===== src/rtl/fp_mul_round_pack_if.sv =====
// Status classification shared with the upstream multiplier, and the
// valid/ready bundle between upstream, this stage and writeback.
package float_type;
    typedef enum logic [2:0] {
        VALID,
        NaN,
        positive_infinity,
        negative_infinity,
        OVERFLOW,
        UNDERFLOW
    } type_of_float;
endpackage

interface fp_mul_round_pack_if;
    import float_type::*;

    logic         in_valid;
    logic         in_ready;
    logic [47:0]  prod;
    logic [9:0]   exp_in;
    logic         sign_in;
    type_of_float status;
    logic         out_valid;
    logic         out_ready;
    logic [31:0]  result;
    logic         flag_overflow;
    logic         flag_underflow;
    logic         flag_inexact;
    logic         flag_invalid;

    modport master (
        output in_valid, prod, exp_in, sign_in, status, out_ready,
        input  in_ready, out_valid, result,
               flag_overflow, flag_underflow, flag_inexact, flag_invalid
    );

    modport slave (
        input  in_valid, prod, exp_in, sign_in, status, out_ready,
        output in_ready, out_valid, result,
               flag_overflow, flag_underflow, flag_inexact, flag_invalid
    );
endinterface


===== src/rtl/fp_mul_round_pack.sv =====
// Normalize / round-to-nearest-even / pack stage for a binary32 multiplier.
// Special operands skip normalization but still pass through ROUND for timing.
module fp_mul_round_pack (
    input  logic               clk,
    input  logic               rst,
    fp_mul_round_pack_if.slave bus
);
    import float_type::*;

    typedef enum logic [1:0] {IDLE, NORM, ROUND, OUT} state_t;

    state_t             state_q, state_d;
    logic [47:0]        prod_q, prod_d;
    logic signed [9:0]  exp_q, exp_d;
    logic               sign_q, sign_d;
    logic               byp_q, byp_d;
    logic [31:0]        res_q, res_d;
    // {overflow, underflow, inexact, invalid}
    logic [3:0]         flg_q, flg_d;

    logic [23:0]        mant;
    logic               guard, sticky, rnd_up;
    logic [24:0]        mant_sum;
    logic signed [9:0]  exp_r;
    logic [22:0]        frac_r;
    logic [31:0]        pk_res;
    logic [3:0]         pk_flg;
    logic               unused_hidden;

    always_ff @(posedge clk or posedge rst) begin
        if (rst) begin
            state_q <= IDLE;
            prod_q  <= '0;
            exp_q   <= '0;
            sign_q  <= 1'b0;
            byp_q   <= 1'b0;
            res_q   <= '0;
            flg_q   <= '0;
        end else begin
            state_q <= state_d;
            prod_q  <= prod_d;
            exp_q   <= exp_d;
            sign_q  <= sign_d;
            byp_q   <= byp_d;
            res_q   <= res_d;
            flg_q   <= flg_d;
        end
    end

    // Round and pack from the normalized registers.
    always_comb begin
        mant     = prod_q[46:23];
        guard    = prod_q[22];
        sticky   = |prod_q[21:0];
        rnd_up   = guard & (sticky | mant[0]);
        mant_sum = {1'b0, mant} + {24'h0, rnd_up};
        exp_r    = mant_sum[24] ? exp_q + 10'sd1 : exp_q;
        frac_r   = mant_sum[24] ? 23'h0 : mant_sum[22:0];
        pk_res   = {sign_q, exp_r[7:0], frac_r};
        pk_flg   = {2'b00, guard | sticky, 1'b0};
        if (exp_r >= 10'sd255) begin
            pk_res = {sign_q, 8'hFF, 23'h0};
            pk_flg = 4'b1010;
        end else if (exp_r <= 10'sd0) begin
            pk_res = {sign_q, 31'h0};
            pk_flg = 4'b0110;
        end
    end

    // Hidden bit is implied by the packed format and never stored.
    assign unused_hidden = mant_sum[23];

    always_comb begin
        state_d = state_q;
        prod_d  = prod_q;
        exp_d   = exp_q;
        sign_d  = sign_q;
        byp_d   = byp_q;
        res_d   = res_q;
        flg_d   = flg_q;
        case (state_q)
            IDLE: begin
                if (bus.in_valid) begin
                    prod_d  = bus.prod;
                    exp_d   = bus.exp_in;
                    sign_d  = bus.sign_in;
                    byp_d   = 1'b1;
                    flg_d   = '0;
                    state_d = ROUND;
                    case (bus.status)
                        NaN: begin
                            res_d = 32'h7FC00000;
                            flg_d = 4'b0001;
                        end
                        positive_infinity, negative_infinity:
                            res_d = {bus.sign_in, 8'hFF, 23'h0};
                        OVERFLOW: begin
                            res_d = {bus.sign_in, 8'hFF, 23'h0};
                            flg_d = 4'b1010;
                        end
                        UNDERFLOW: begin
                            res_d = {bus.sign_in, 31'h0};
                            flg_d = 4'b0110;
                        end
                        default: begin
                            if (bus.prod == 48'h0) begin
                                res_d = {bus.sign_in, 31'h0};
                            end else begin
                                byp_d   = 1'b0;
                                state_d = NORM;
                            end
                        end
                    endcase
                end
            end
            NORM: begin
                // Exponent exhaustion wins: ROUND will flush the result.
                if (exp_q <= 10'sd0) begin
                    state_d = ROUND;
                end else if (prod_q[47]) begin
                    prod_d  = {1'b0, prod_q[47:2], prod_q[1] | prod_q[0]};
                    exp_d   = exp_q + 10'sd1;
                    state_d = ROUND;
                end else if (prod_q[46]) begin
                    state_d = ROUND;
                end else begin
                    prod_d = {prod_q[46:0], 1'b0};
                    exp_d  = exp_q - 10'sd1;
                end
            end
            ROUND: begin
                if (!byp_q) begin
                    res_d = pk_res;
                    flg_d = pk_flg;
                end
                state_d = OUT;
            end
            OUT: begin
                if (bus.out_ready) state_d = IDLE;
            end
            default: state_d = IDLE;
        endcase
    end

    assign bus.in_ready       = (state_q == IDLE);
    assign bus.out_valid      = (state_q == OUT);
    assign bus.result         = res_q;
    assign bus.flag_overflow  = flg_q[3];
    assign bus.flag_underflow = flg_q[2];
    assign bus.flag_inexact   = flg_q[1];
    assign bus.flag_invalid   = flg_q[0];
endmodule


===== src/flat_wrapper.sv =====
// flat-port wrapper written by rule: the top's interface ports become plain ports
module fp_mul_round_pack_flat import float_type::*;
  (clk, rst, bus_in_valid, bus_prod, bus_exp_in, bus_sign_in, bus_status, bus_out_ready, bus_in_ready, bus_out_valid, bus_result, bus_flag_overflow, bus_flag_underflow, bus_flag_inexact, bus_flag_invalid);
  fp_mul_round_pack_if bus_i ();
  input  logic clk;
  input  logic rst;
  input wire logic [$bits(bus_i.in_valid)-1:0] bus_in_valid;
  input wire logic [$bits(bus_i.prod)-1:0] bus_prod;
  input wire logic [$bits(bus_i.exp_in)-1:0] bus_exp_in;
  input wire logic [$bits(bus_i.sign_in)-1:0] bus_sign_in;
  input wire logic [$bits(bus_i.status)-1:0] bus_status;
  input wire logic [$bits(bus_i.out_ready)-1:0] bus_out_ready;
  output wire logic [$bits(bus_i.in_ready)-1:0] bus_in_ready;
  output wire logic [$bits(bus_i.out_valid)-1:0] bus_out_valid;
  output wire logic [$bits(bus_i.result)-1:0] bus_result;
  output wire logic [$bits(bus_i.flag_overflow)-1:0] bus_flag_overflow;
  output wire logic [$bits(bus_i.flag_underflow)-1:0] bus_flag_underflow;
  output wire logic [$bits(bus_i.flag_inexact)-1:0] bus_flag_inexact;
  output wire logic [$bits(bus_i.flag_invalid)-1:0] bus_flag_invalid;
  assign bus_i.in_valid = bus_in_valid;
  assign bus_i.prod = bus_prod;
  assign bus_i.exp_in = bus_exp_in;
  assign bus_i.sign_in = bus_sign_in;
  assign bus_i.status = bus_status;
  assign bus_i.out_ready = bus_out_ready;
  assign bus_in_ready = bus_i.in_ready;
  assign bus_out_valid = bus_i.out_valid;
  assign bus_result = bus_i.result;
  assign bus_flag_overflow = bus_i.flag_overflow;
  assign bus_flag_underflow = bus_i.flag_underflow;
  assign bus_flag_inexact = bus_i.flag_inexact;
  assign bus_flag_invalid = bus_i.flag_invalid;
  fp_mul_round_pack u_core (.clk(clk), .rst(rst), .bus(bus_i));
endmodule

===== config.mk =====
export PLATFORM = sky130hd
export DESIGN_NAME = fp_mul_round_pack_flat
export DESIGN_NICKNAME = d
export VERILOG_FILES = /design/src/rtl/fp_mul_round_pack_if.sv /design/src/rtl/fp_mul_round_pack.sv /design/src/flat_wrapper.sv
export SDC_FILE = /design/constraint.sdc
export NUM_CORES = 1
export LEC_CHECK = 0
export ABC_CLOCK_PERIOD_IN_PS = 7400
export CORE_ASPECT_RATIO = 1.5
export CORE_MARGIN = 5
export CORE_UTILIZATION = 59
export DETAILED_ROUTE_END_ITERATION = 10
export PLACE_DENSITY = 0.87
export SETUP_SLACK_MARGIN = 0.2
export SLEW_MARGIN = 20
export SYNTH_ARGS = -nofsm -noshare
export SYNTH_HDL_FRONTEND = slang
export SYNTH_SLANG_ARGS = --single-unit

===== constraint.sdc =====
create_clock -name clk -period 7.4 [get_ports clk]
set_input_delay 1.85 -clock clk [delete_from_list [all_inputs] [get_ports clk]]
set_output_delay 1.85 -clock clk [all_outputs]
set_load 0.01 [all_outputs]

-- Word level (Yosys, flattened, before mapping)
Index checks and enable logic that the tools add are counted.
- register bits after elaboration: 98
- output and inout port bits: 38
- logic and storage cells: 81
- add/subtract/negate cells: 3
- magnitude comparators: 3
- eq/ne operators: 15
- mux-type cells: 35
- bitwise logic cells: 4
- reduce and logical (&&, ||, !) cells: 13
- operators by type and width (kind ; count):
    48-bit 2-to-1 mux ; 3
    32-bit 2-to-1 mux ; 3
    32-bit case mux with 3 select lines ; 1
    48-bit case mux with 2 select lines ; 1
    32-bit case mux with 2 select lines ; 1
    31-bit 2-to-1 mux ; 2
    10-bit 2-to-1 mux ; 5
    48-bit zero test ; 1
    47-bit 2-to-1 mux ; 1
    24-bit by 1-bit adder with 25-bit output ; 1
    23-bit 2-to-1 mux ; 1
    22-bit OR reduction ; 1
    10-bit by 1-bit <= comparator with 1-bit output, second input constant ; 2
    10-bit case mux with 2 select lines ; 1
    2-bit 2-to-1 mux ; 7
    4-bit 2-to-1 mux ; 3
    4-bit case mux with 3 select lines ; 1
    10-bit by 2-bit adder with 10-bit output, second input constant ; 1
    10-bit by 9-bit greater-or-equal comparator with 1-bit output, second input constant ; 1
    10-bit by 2-bit subtractor with 10-bit output, second input constant ; 1
    3-bit AND reduction ; 3
    2-bit inequality test, second input constant ; 4
    2-bit case mux with 4 select lines ; 1
    4-bit case mux with 2 select lines ; 1
    18 further kinds ; 26

-- Logic depth before layout (Yosys ltp)
Gate-level depths: netlist of the first run.
- word-level depth: 10
- depth in mapped cells: 10
- gate-level depth less buffers: 9

-- Worst setup path before layout of the first run
No wires, ideal clock.
- kind: input-to-reg
- from: in bus_prod[19]
- to: reg u_core.res_q[9], in the netlist u_core.bus.result[9]
- data arrival time: 3.724 ns
- path slack: 3.602 ns
- stages: 8
- path through: nor4_1 nand4_1 o311ai_0 nand2_1 nor3_1 nand4b_4 buf_8 o21ai_2
- cells in the longest elaborated chain, start to end: 3
- ends and longest elaborated chain (item ; RTL line ; source):
    start: declaration ; flat_wrapper.sv:8 ; input wire logic [$bits(bus_i.prod)-1:0] bus_prod;
    48-bit zero test ; fp_mul_round_pack.sv:106 ; if (bus.prod == 48'h0) begin
    5-bit by 2-bit inequality test with 1-bit output (no line) ; - ;
    4-bit AND reduction (no line) ; - ;
    end signal: assignment ; fp_mul_round_pack.sv:45 ; res_q <= res_d;
    end: declaration ; fp_mul_round_pack.sv:17 ; logic [31:0] res_q, res_d;
Every way passes these cells.
A chain may end at the register's enable or synchronous reset.

-- Worst setup path after layout of the first run
- from: in bus_prod[18]
- to: reg u_core.res_q[3], in the netlist u_core.bus.result[3]
Same word-level chain as after synthesis.

==> results of run 1 <==
[how the worst min path moves through the flow]
| stage | startpoint | endpoint | slack, ps | depth (start not counted) |
|---|---|---|---|---|
| 2_1_floorplan | u_core.byp_q$_DFFE_PP0P_ | u_core.byp_q$_DFFE_PP0P_ | 450 | 2 |
| 3_3_place_gp | u_core.bus.result[1]$_DFFE_PP0P_ | u_core.bus.result[1]$_DFFE_PP0P_ | 460 | 2 |
| 3_5_place_dp | u_core.byp_q$_DFFE_PP0P_ | u_core.byp_q$_DFFE_PP0P_ | 470 | 2 |
| 4_1_cts | u_core.bus.result[8]$_DFFE_PP0P_ | u_core.bus.result[8]$_DFFE_PP0P_ | 490 | 2 |
| 5_1_grt | u_core.bus.result[7]$_DFFE_PP0P_ | u_core.bus.result[7]$_DFFE_PP0P_ | 520 | 2 |
| 6_report | u_core.bus.result[8]$_DFFE_PP0P_ | u_core.bus.result[8]$_DFFE_PP0P_ | 480 | 2 |
[cells in the final DEF, fill, tap and decap left out, types with 7 or more instances in the layout]
| cell | netlist | final |
|---|---|---|
| ha_1 | 8 | 7 |
| o21ai_2 | 19 | 19 |
| o21ai_0 | 95 | 95 |
| o311ai_0 | 25 | 25 |
| xnor2_1 | 25 | 25 |
| o211ai_1 | 28 | 28 |
| nor2_1 | 50 | 50 |
| a21oi_1 | 29 | 28 |
| nand3_1 | 10 | 10 |
| clkbuf_16 | 0 | 9 |
| dfrtp_1 | 98 | 98 |
| nand2_1 | 134 | 134 |
| inv_1 | 37 | 36 |
| clkdlybuf4s50_1 | 0 | 103 |
| o221ai_1 | 23 | 23 |
| xor2_1 | 13 | 13 |
| nor3_1 | 13 | 13 |
| nor4_1 | 20 | 20 |
| nand4_1 | 18 | 18 |
[power by group]
part	internal [W]	leakage, nW	switching (W)
sequential	0.000794	1.22	0.000322
combinational	0.000665	1.53	0.00103
clock	0.000234	0.137	0.000222
[registers in the layout (all words and copies together), names as in the netlist]
name / flops
u_core.prod_q: 48
u_core.bus.result: 32
u_core.exp_q: 10
u_core.flg_q: 4
u_core.state_q: 2
u_core.byp_q: 1
u_core.sign_q: 1
[cells by family (layout without fill, tap and decap cells)]
group / after synthesis / in the layout
adders and majority gates: 8 / 8
DFF: 98 / 98
xor gates and xnor gates: 38 / 38
muxes: 4 / 4
buffers and inverters: 100 / 163
AOI/OAI and AO/OA: 249 / 249
and+or+nand+nor: 281 / 281
[routing by layer]
layer  GRT usage  up-vias  routed length (um)
met4       0.126        0                 637
li1            -     2954                   -
met2       0.471      357                8890
met3      0.0413       60                1470
met5           0        -                   0
met1       0.358     2970                6910
[per-stage QoR]
stage                     utilization  total power, W  instances
after floorplan                     -         0.00221        778
after global placement          0.695         0.00267        968
after detailed placement        0.695         0.00274        968
after CTS                       0.722         0.00321        984
after global routing            0.725         0.00350        985
final                           0.725         0.00326        985
[final cells by class]
cell class / count / area [um^2] / share of cell area
multi-input combinational: 580 / 3470 / 0.455
sequential: 98 / 2450 / 0.321
timing repair buffer: 110 / 1100 / 0.145
clock buffer: 9 / 225 / 0.0295
tap: 144 / 180 / 0.0236
inverter: 37 / 140 / 0.0184
clock inverter: 7 / 60.1 / 0.00786
[tightest hold or removal path, cell delays in order (launching register included)]
cell     delay [ps]
dfrtp_1         340
nand2_1          60
o21ai_2          50
==> impl_metrics.csv, run 1 <==
group,metric,value,unit
job,max_cap_violations,0,
routing,viasPerCell,6.44,
placement,hpwlAfterDp,12.9,mm
setup_path,setup.worst_path.end,"u_core.bus.result[3]$_DFFE_PP0P_",
setup_path,cp.arrival,5720,ps
setup_path,crit_start,"bus_prod[18]",
yosys,synth-simple-area-share,0.210,
timing,report.final.setup_viol,0,
yosys,yosysWarnings,0,
cells_and_area,antenna_cells,0,
timing,worst_pin_slew,912,ps
routing,vias,6341,
timing,rsz0062_at_grt,"no",
setup_path,r2r_slack,3710,ps
cells_and_area,final_nets,910,
grt,grt_pass1_wl,28.7,mm
yosys,ys_async_sr_fraction,1.00,
clocking,postCtsSetupRepairBufs,0,
timing,hold_slack,482,ps
yosys,synthCells,778,
timing,timing.final.ws_setup,1930,ps
cells_and_area,design_area,7640,um^2
floorplanning,num_rows,46,
clocking,cts_buffers,9,
routing,initialDrtViolationCount,596,
setup_path,crit_chain,"clkdlybuf4s50_1 -> nor4_1 -> nand4_1 -> o311ai_0 -> nand2_1 -> nor3_1 -> nand4b_4 -> o21ai_0",
placement,io_buffers,103,
yosys,synth_area,6320,um^2
timing,fmax,183,MHz
yosys,yosys.cell_count.top_type,"nand2_1",
yosys,ys_top_cells_by_count,"nand2_1, dfrtp_1, o21ai_0, clkbuf_1, nor2_1",
floorplanning,io_pins,104,
timing,finalSetupTns,0,ps
grt,grt_pass1_vias,5846,
timing,min_period,5470,ps
yosys,yosysUniqueCellTypes,58,
routing,wl,17.9,mm
timing,slew_headroom,0.387,
clocking,clock_latency,350,ps
routing,antenna_left,0,
grt,gr-total-overflow,0,
setup_path,slowest_stage,"o311ai_0",
setup_path,crit_path_max_fanout,25,
setup_path,rr_endpoint,"u_core.bus.result[3]$_DFFE_PP0P_",
yosys,synth_edf_count,0,
yosys,synth_top_family_by_area,"compound AO/OA/AOI/OAI gates",
setup_path,critical_path.top_delay_family,"simple AND/OR/NAND/NOR gates",
setup_path,critical_path_buf_inv_count,1,
clocking,postCtsHoldBufs,0,
clocking,cts-root-buf,"clkbuf_16",
yosys,synth-compound-area-share,0.262,
yosys,yosysTopAreaCellShare,0.388,
setup_path,required,7650,ps
placement,place_congestion,0.906,
floorplanning,initial_utilization,0.600,
cells_and_area,drive_gt1_frac,0.0654,
grt,antenna_found_initial,0,
setup_path,crit_path_end_kind,"register",
timing,finClkSkew,7.37,ps
power,ir_worst_vdd,0.296,mV
yosys,synth-seq-cells,98,
yosys,synthAdderAreaFrac,0.0158,
yosys,synth-xor-area-share,0.0527,
yosys,ys_seq_area_frac,0.388,
placement,place_ws,1670,ps
yosys,synth.area.mux_share,0.00673,
yosys,synthFlopType,"dfrtp_1",
clocking,cts.sinks,98,
setup_path,start_kind,"input pin",
grt,grt_usage,0.281,
setup_path,reg2reg_depth,9,
setup_path,worstSetupPathType,"input pin to register",
floorplanning,core,10500,um^2
setup_path,reg2reg_from,"u_core.prod_q[22]$_DFFE_PP0P_",
setup_path,cp_slowest_stage_delay,730,ps
grt,grt_start_max_net_pins,106,
power,power.density,427,nW/um^2
clocking,clk_pin_slew,70,ps
cells_and_area,area_growth,20.9,%
setup_path,worst-path-stages,8,
timing,hold_violations,0,
floorplanning,die_area,12900,um^2
clocking,clockBufferDepth,2,
yosys,synth_nets,852,
clocking,ctsResizeCount,0,
clocking,htree_levels,3,
yosys,synth_area_leaders,"dfrtp_1, nand2_1, o21ai_0",
yosys,postSynthAreaPerCell,8.12,um^2
routing,wire_per_inst,18.2,um
clocking,cts_tree,"done",
yosys,synth_top_area_cell,"dfrtp_1",
timing,maxSlewViolCount,0,
routing,firstDrtPassIters,5,
outcome,outcome,"finished clean",
placement,place_area,7320,um^2
floorplanning,dieHeight,137,um
floorplanning,die_w,94.5,um
cells_and_area,nFillCells,811,
hold_path,hp-class,"register to register",
power,leakage,2.89,nW
timing,post-route-period-util,0.739,
routing,drcViolationCount,0,
Power figures use the tool's default switching activity.
==> inputs of run 2 (changes only) <==
- ABC_CLOCK_PERIOD_IN_PS: 7400 -> 5310
- CORE_UTILIZATION: 59 -> 54
- PLACE_DENSITY: 0.87 -> 0.81
- clock period: 7.4 -> 5.31 ns (I/O delays scaled with it)
==> impl_metrics.csv, run 2 (synthesized netlist as in run 1, its figures left out) <==
group,metric,value,unit
job,max_cap_violations,0,
timing,fmax,233,MHz
clocking,cts-root-buf,"clkbuf_16",
grt,gr-total-overflow,0,
setup_path,start_kind,"input pin",
cells_and_area,antenna_cells,0,
floorplanning,core,11500,um^2
grt,antenna_found_initial,0,
clocking,clock_latency,350,ps
grt,grt_pass1_vias,5748,
grt,grt_pass1_wl,28.3,mm
timing,hold_violations,0,
cells_and_area,drive_gt1_frac,0.0665,
outcome,outcome,"finished clean",
timing,slew_headroom,0.360,
routing,wl,17.4,mm
placement,place_area,7350,um^2
floorplanning,dieHeight,142,um
cells_and_area,layout_common_cells,"nand2_1, clkdlybuf4s50_1, dfrtp_1, o21ai_0, nor2_1",
clocking,postCtsHoldBufs,0,
placement,io_buffers,103,
setup_path,r2r_slack,1640,ps
routing,viasPerCell,6.23,
routing,firstDrtPassIters,5,
clocking,htree_levels,3,
cells_and_area,largest_reg_flops,48,
setup_path,setup.worst_path.end,"u_core.bus.result[0]$_DFFE_PP0P_",
clocking,cts.sinks,98,
floorplanning,io_pins,104,
timing,finClkSkew,9.09,ps
clocking,clockBufferDepth,2,
setup_path,reg2reg_depth,9,
setup_path,crit_path_max_fanout,25,
placement,place_ws,605,ps
floorplanning,num_rows,48,
placement,hpwlAfterDp,12.7,mm
timing,rsz0062_at_grt,"no",
cells_and_area,regMostFlops,"u_core.prod_q",
timing,min_period,4290,ps
cells_and_area,final_common_cell,"nand2_1",
setup_path,worstSetupPathType,"input pin to register",
cells_and_area,design_area,7670,um^2
routing,initialDrtViolationCount,590,
timing,report.final.setup_viol,0,
timing,worst_pin_slew,952,ps
setup_path,crit_path_end_kind,"register",
timing,hold_slack,480,ps
setup_path,cp.arrival,4550,ps
power,ir_worst_vdd,0.499,mV
hold_path,hp-class,"register to register",
clocking,cts_buffers,9,
setup_path,crit_start,"bus_prod[18]",
cells_and_area,nFillCells,951,
setup_path,rr_endpoint,"u_core.bus.result[0]$_DFFE_PP0P_",
timing,finalSetupTns,0,ps
routing,antenna_left,0,
timing,maxSlewViolCount,0,
timing,post-route-period-util,0.808,
placement,place_congestion,0.896,
clocking,clk_pin_slew,70,ps
clocking,ctsResizeCount,0,
routing,drcViolationCount,0,
cells_and_area,area_growth,21.3,%
setup_path,reg2reg_from,"u_core.prod_q[22]$_DFFE_PP0P_",
clocking,cts_tree,"done",
power,leakage,2.90,nW
floorplanning,die_area,14000,um^2
grt,grt_usage,0.243,
cells_and_area,final_nets,911,
floorplanning,die_w,98.3,um
routing,vias,6178,
grt,grt_start_max_net_pins,93,
setup_path,required,5570,ps
power,power.density,594,nW/um^2
routing,wire_per_inst,17.6,um
timing,timing.final.ws_setup,1020,ps
clocking,postCtsSetupRepairBufs,0,
floorplanning,initial_utilization,0.551,
==> run 2: layout make-up <==
| type | instances | area [um^2] | area share |
|---|---|---|---|
| Sequential cell | 98 | 2450 | 0.320 |
| Tap cell | 150 | 188 | 0.0245 |
| Multi-Input combinational cell | 580 | 3470 | 0.453 |
| Clock buffer | 9 | 225 | 0.0294 |
| Inverter | 37 | 140 | 0.0183 |
| Clock inverter | 7 | 95.1 | 0.0124 |
| Timing Repair Buffer | 111 | 1090 | 0.142 |
==> run 2: worst max-delay path, stage by stage <==
cell and delay (ps):
clkdlybuf4s50_1 440, nor4_1 430, nand4_1 240, o311ai_0 610, nand2_1 100, buf_4 240, nor3_1 360, nand4b_4 460
o21ai_0 320
==> run 2: power breakdown <==
| part | internal (W) | switching [W] |
|---|---|---|
| clock network | 0.000379 | 0.000313 |
| logic | 0.000912 | 0.00142 |
| registers | 0.00111 | 0.000414 |
| total | 0.00240 | 0.00215 |
==> run 2: how the worst min path moves through the flow <==
| stage | to | from | cells past startpoint | slack (ps) |
|---|---|---|---|---|
| 2_1_floorplan | u_core.byp_q$_DFFE_PP0P_ | u_core.byp_q$_DFFE_PP0P_ | 2 | 450 |
| 3_3_place_gp | u_core.flg_q[0]$_DFFE_PP0P_ | u_core.flg_q[0]$_DFFE_PP0P_ | 1 | 460 |
| 3_5_place_dp | u_core.bus.result[2]$_DFFE_PP0P_ | u_core.bus.result[2]$_DFFE_PP0P_ | 2 | 470 |
| 4_1_cts | u_core.flg_q[0]$_DFFE_PP0P_ | u_core.flg_q[0]$_DFFE_PP0P_ | 1 | 490 |
| 5_1_grt | u_core.flg_q[0]$_DFFE_PP0P_ | u_core.flg_q[0]$_DFFE_PP0P_ | 1 | 500 |
| 6_report | u_core.bus.result[3]$_DFFE_PP0P_ | u_core.bus.result[3]$_DFFE_PP0P_ | 2 | 480 |
==> run 2: per-stage QoR <==
stage | total power (W) | cells | util
final | 0.00455 | 992 | 0.668
after detailed placement | 0.00383 | 976 | 0.640
after global routing | 0.00490 | 992 | 0.668
after CTS | 0.00453 | 992 | 0.668
after floorplan | 0.00308 | 778 | -
after global placement | 0.00374 | 976 | 0.640
==> run 2: per-layer routing <==
metal  global-route usage  up-vias  part of all wire
li1                     -     2946                 -
met1                0.324     2950              0.42
met2                0.413      262              0.50
met3               0.0412       20             0.064
met4               0.0612        0             0.017
met5                    0        -                 0
==> inputs of run 3 (changes only) <==
- ABC_CLOCK_PERIOD_IN_PS: 5310 -> 4300
- clock period: 5.31 -> 4.3 ns (I/O delays scaled with it)
==> impl_metrics.csv, run 3 (synthesized netlist as in run 1, its figures left out) <==
group,metric,value,unit
outcome,outcome,"finished clean",
clocking,postCtsHoldBufs,0,
cells_and_area,ff_latch_area,2450,um^2
routing,vias,6281,
setup_path,start_kind,"input pin",
routing,antenna_left,0,
timing,hold_violations,0,
power,p_switching,0.00267,W
power,leakage,2.93,nW
routing,firstDrtPassIters,7,
placement,place_area,7400,um^2
routing,wl,17.6,mm
cells_and_area,design_area,7700,um^2
floorplanning,num_rows,48,
clocking,htree_levels,3,
timing,hold_slack,476,ps
cells_and_area,drive_gt1_frac,0.0698,
setup_path,critical_path_buf_inv_count,1,
clocking,postCtsSetupRepairBufs,0,
placement,hpwlAfterDp,13.0,mm
clocking,clockBufferDepth,2,
setup_path,reg2reg_from,"u_core.prod_q[22]$_DFFE_PP0P_",
setup_path,cp_slowest_stage_delay,620,ps
grt,grt_usage,0.248,
routing,viasPerCell,6.31,
timing,rsz0062_at_grt,"no",
timing,post-route-period-util,0.889,
cells_and_area,regMostFlops,"u_core.prod_q",
setup_path,required,4560,ps
clocking,cts-root-buf,"clkbuf_16",
timing,fmax,262,MHz
grt,gr-total-overflow,0,
grt,grt_pass1_vias,5763,
routing,drcViolationCount,0,
grt,grt_start_max_net_pins,85,
setup_path,r2r_slack,760,ps
cells_and_area,nFillCells,929,
cells_and_area,antenna_cells,0,
floorplanning,io_pins,104,
clocking,cts.sinks,98,
power,p_sw_frac,0.471,
cells_and_area,multi_input_area,3470,um^2
clocking,clk_pin_slew,70,ps
power,p_total,0.00567,W
timing,finClkSkew,8.89,ps
hold_path,hold_depth,2,
grt,grt_pass1_wl,28.8,mm
power,ir_worst_vdd,0.522,mV
power,p_int,0.00300,W
setup_path,critical_path.top_delay_family,"simple AND/OR/NAND/NOR gates",
setup_path,crit_path_end_kind,"register",
setup_path,slowest_stage,"o311ai_1",
power,pwr-share-comb,0.524,
clocking,cts_tree,"done",
floorplanning,core,11500,um^2
power,power.density,736,nW/um^2
power,p_clk_frac,0.145,
setup_path,cp.arrival,4080,ps
timing,report.final.setup_viol,0,
cells_and_area,final_common_cell,"nand2_1",
cells_and_area,final_util,0.671,
cells_and_area,layout_common_cells,"nand2_1, clkdlybuf4s50_1, dfrtp_1, o21ai_0, nor2_1",
placement,place_congestion,0.890,
clocking,clock_latency,350,ps
grt,antenna_found_initial,0,
hold_path,hp-class,"register to register",
routing,initialDrtViolationCount,574,
cells_and_area,area_growth,21.9,%
timing,worst_pin_slew,734,ps
clocking,ctsResizeCount,0,
placement,place_ws,-41.8,ps
job,max_cap_violations,0,
hold_path,whs_endpoint,"u_core.bus.result[16]$_DFFE_PP0P_",
timing,min_period,3820,ps
cells_and_area,final_nets,915,
clocking,cts_buffers,9,
setup_path,reg2reg_depth,9,
setup_path,rr_endpoint,"u_core.bus.result[0]$_DFFE_PP0P_",
hold_path,min_from,"u_core.bus.result[16]$_DFFE_PP0P_",
setup_path,crit_start,"bus_prod[19]",
timing,timing.final.ws_setup,477,ps
placement,io_buffers,103,
power,p_seq_frac,0.331,
setup_path,worst-path-stages,8,
setup_path,crit_chain,"clkdlybuf4s50_1 -> nor4_1 -> nand4_1 -> o311ai_1 -> nand2_1 -> nor3_1 -> nand4b_4 -> o21ai_0",
setup_path,worstSetupPathType,"input pin to register",
routing,wire_per_inst,17.7,um
timing,maxSlewViolCount,0,
setup_path,crit_path_max_fanout,23,
floorplanning,dieHeight,142,um
floorplanning,initial_utilization,0.551,
floorplanning,die_area,14000,um^2
timing,slew_headroom,0.510,
floorplanning,die_w,98.3,um
cells_and_area,largest_reg_flops,48,
## run 3: how the worst max path moves through the flow
stage | end | slack, ps
4_1_cts | u_core.bus.result[0]$_DFFE_PP0P_ | 280
3_3_place_gp | u_core.bus.result[2]$_DFFE_PP0P_ | 140
6_report | u_core.bus.result[0]$_DFFE_PP0P_ | 480
2_1_floorplan | u_core.bus.result[0]$_DFFE_PP0P_ | 660
3_5_place_dp | u_core.bus.result[0]$_DFFE_PP0P_ | -40
5_1_grt | u_core.bus.result[0]$_DFFE_PP0P_ | 350
## run 3: layout make-up
class	count	share of cell area
Clock buffer	9	0.0292
Inverter	37	0.0182
Timing Repair Buffer	115	0.149
Tap cell	150	0.0244
Sequential cell	98	0.318
Clock inverter	6	0.00975
Multi-Input combinational cell	580	0.451
## run 3: worst register-to-register path, cell delays in order, from the launching register on
cell and delay, ps:
dfrtp_1 450, and2_1 200, ha_1 220, nand4_1 180, or4_1 630, nor2_1 400, nand4_1 180, a211oi_1 510
nand4b_4 480, o21ai_0 180
## run 3: metal layers
layer | vias to the layer above | track usage | part of all wire
met2 | 318 | 0.419 | 0.50
met3 | 35 | 0.0324 | 0.062
met1 | 2973 | 0.331 | 0.41
li1 | 2955 | - | -
met5 | - | 0 | 0
met4 | 0 | 0.0777 | 0.022
## run 3: metrics by stage
step,TNS (ps),std cells
after floorplan,0,778
after detailed placement,-76.5,980
final,0,995
after CTS,0,995
after global placement,0,980
after global routing,0,995
## run 3: power by group through the flow
stage	registers (W)	clock network [W]	logic [W]
2_1_floorplan	0.00170	0	0.00211
3_3_place_gp	0.00185	0	0.00282
3_5_place_dp	0.00188	0	0.00292
4_1_cts	0.00186	0.000833	0.00294
5_1_grt	0.00193	0.000874	0.00328
6_report	0.00188	0.000820	0.00297
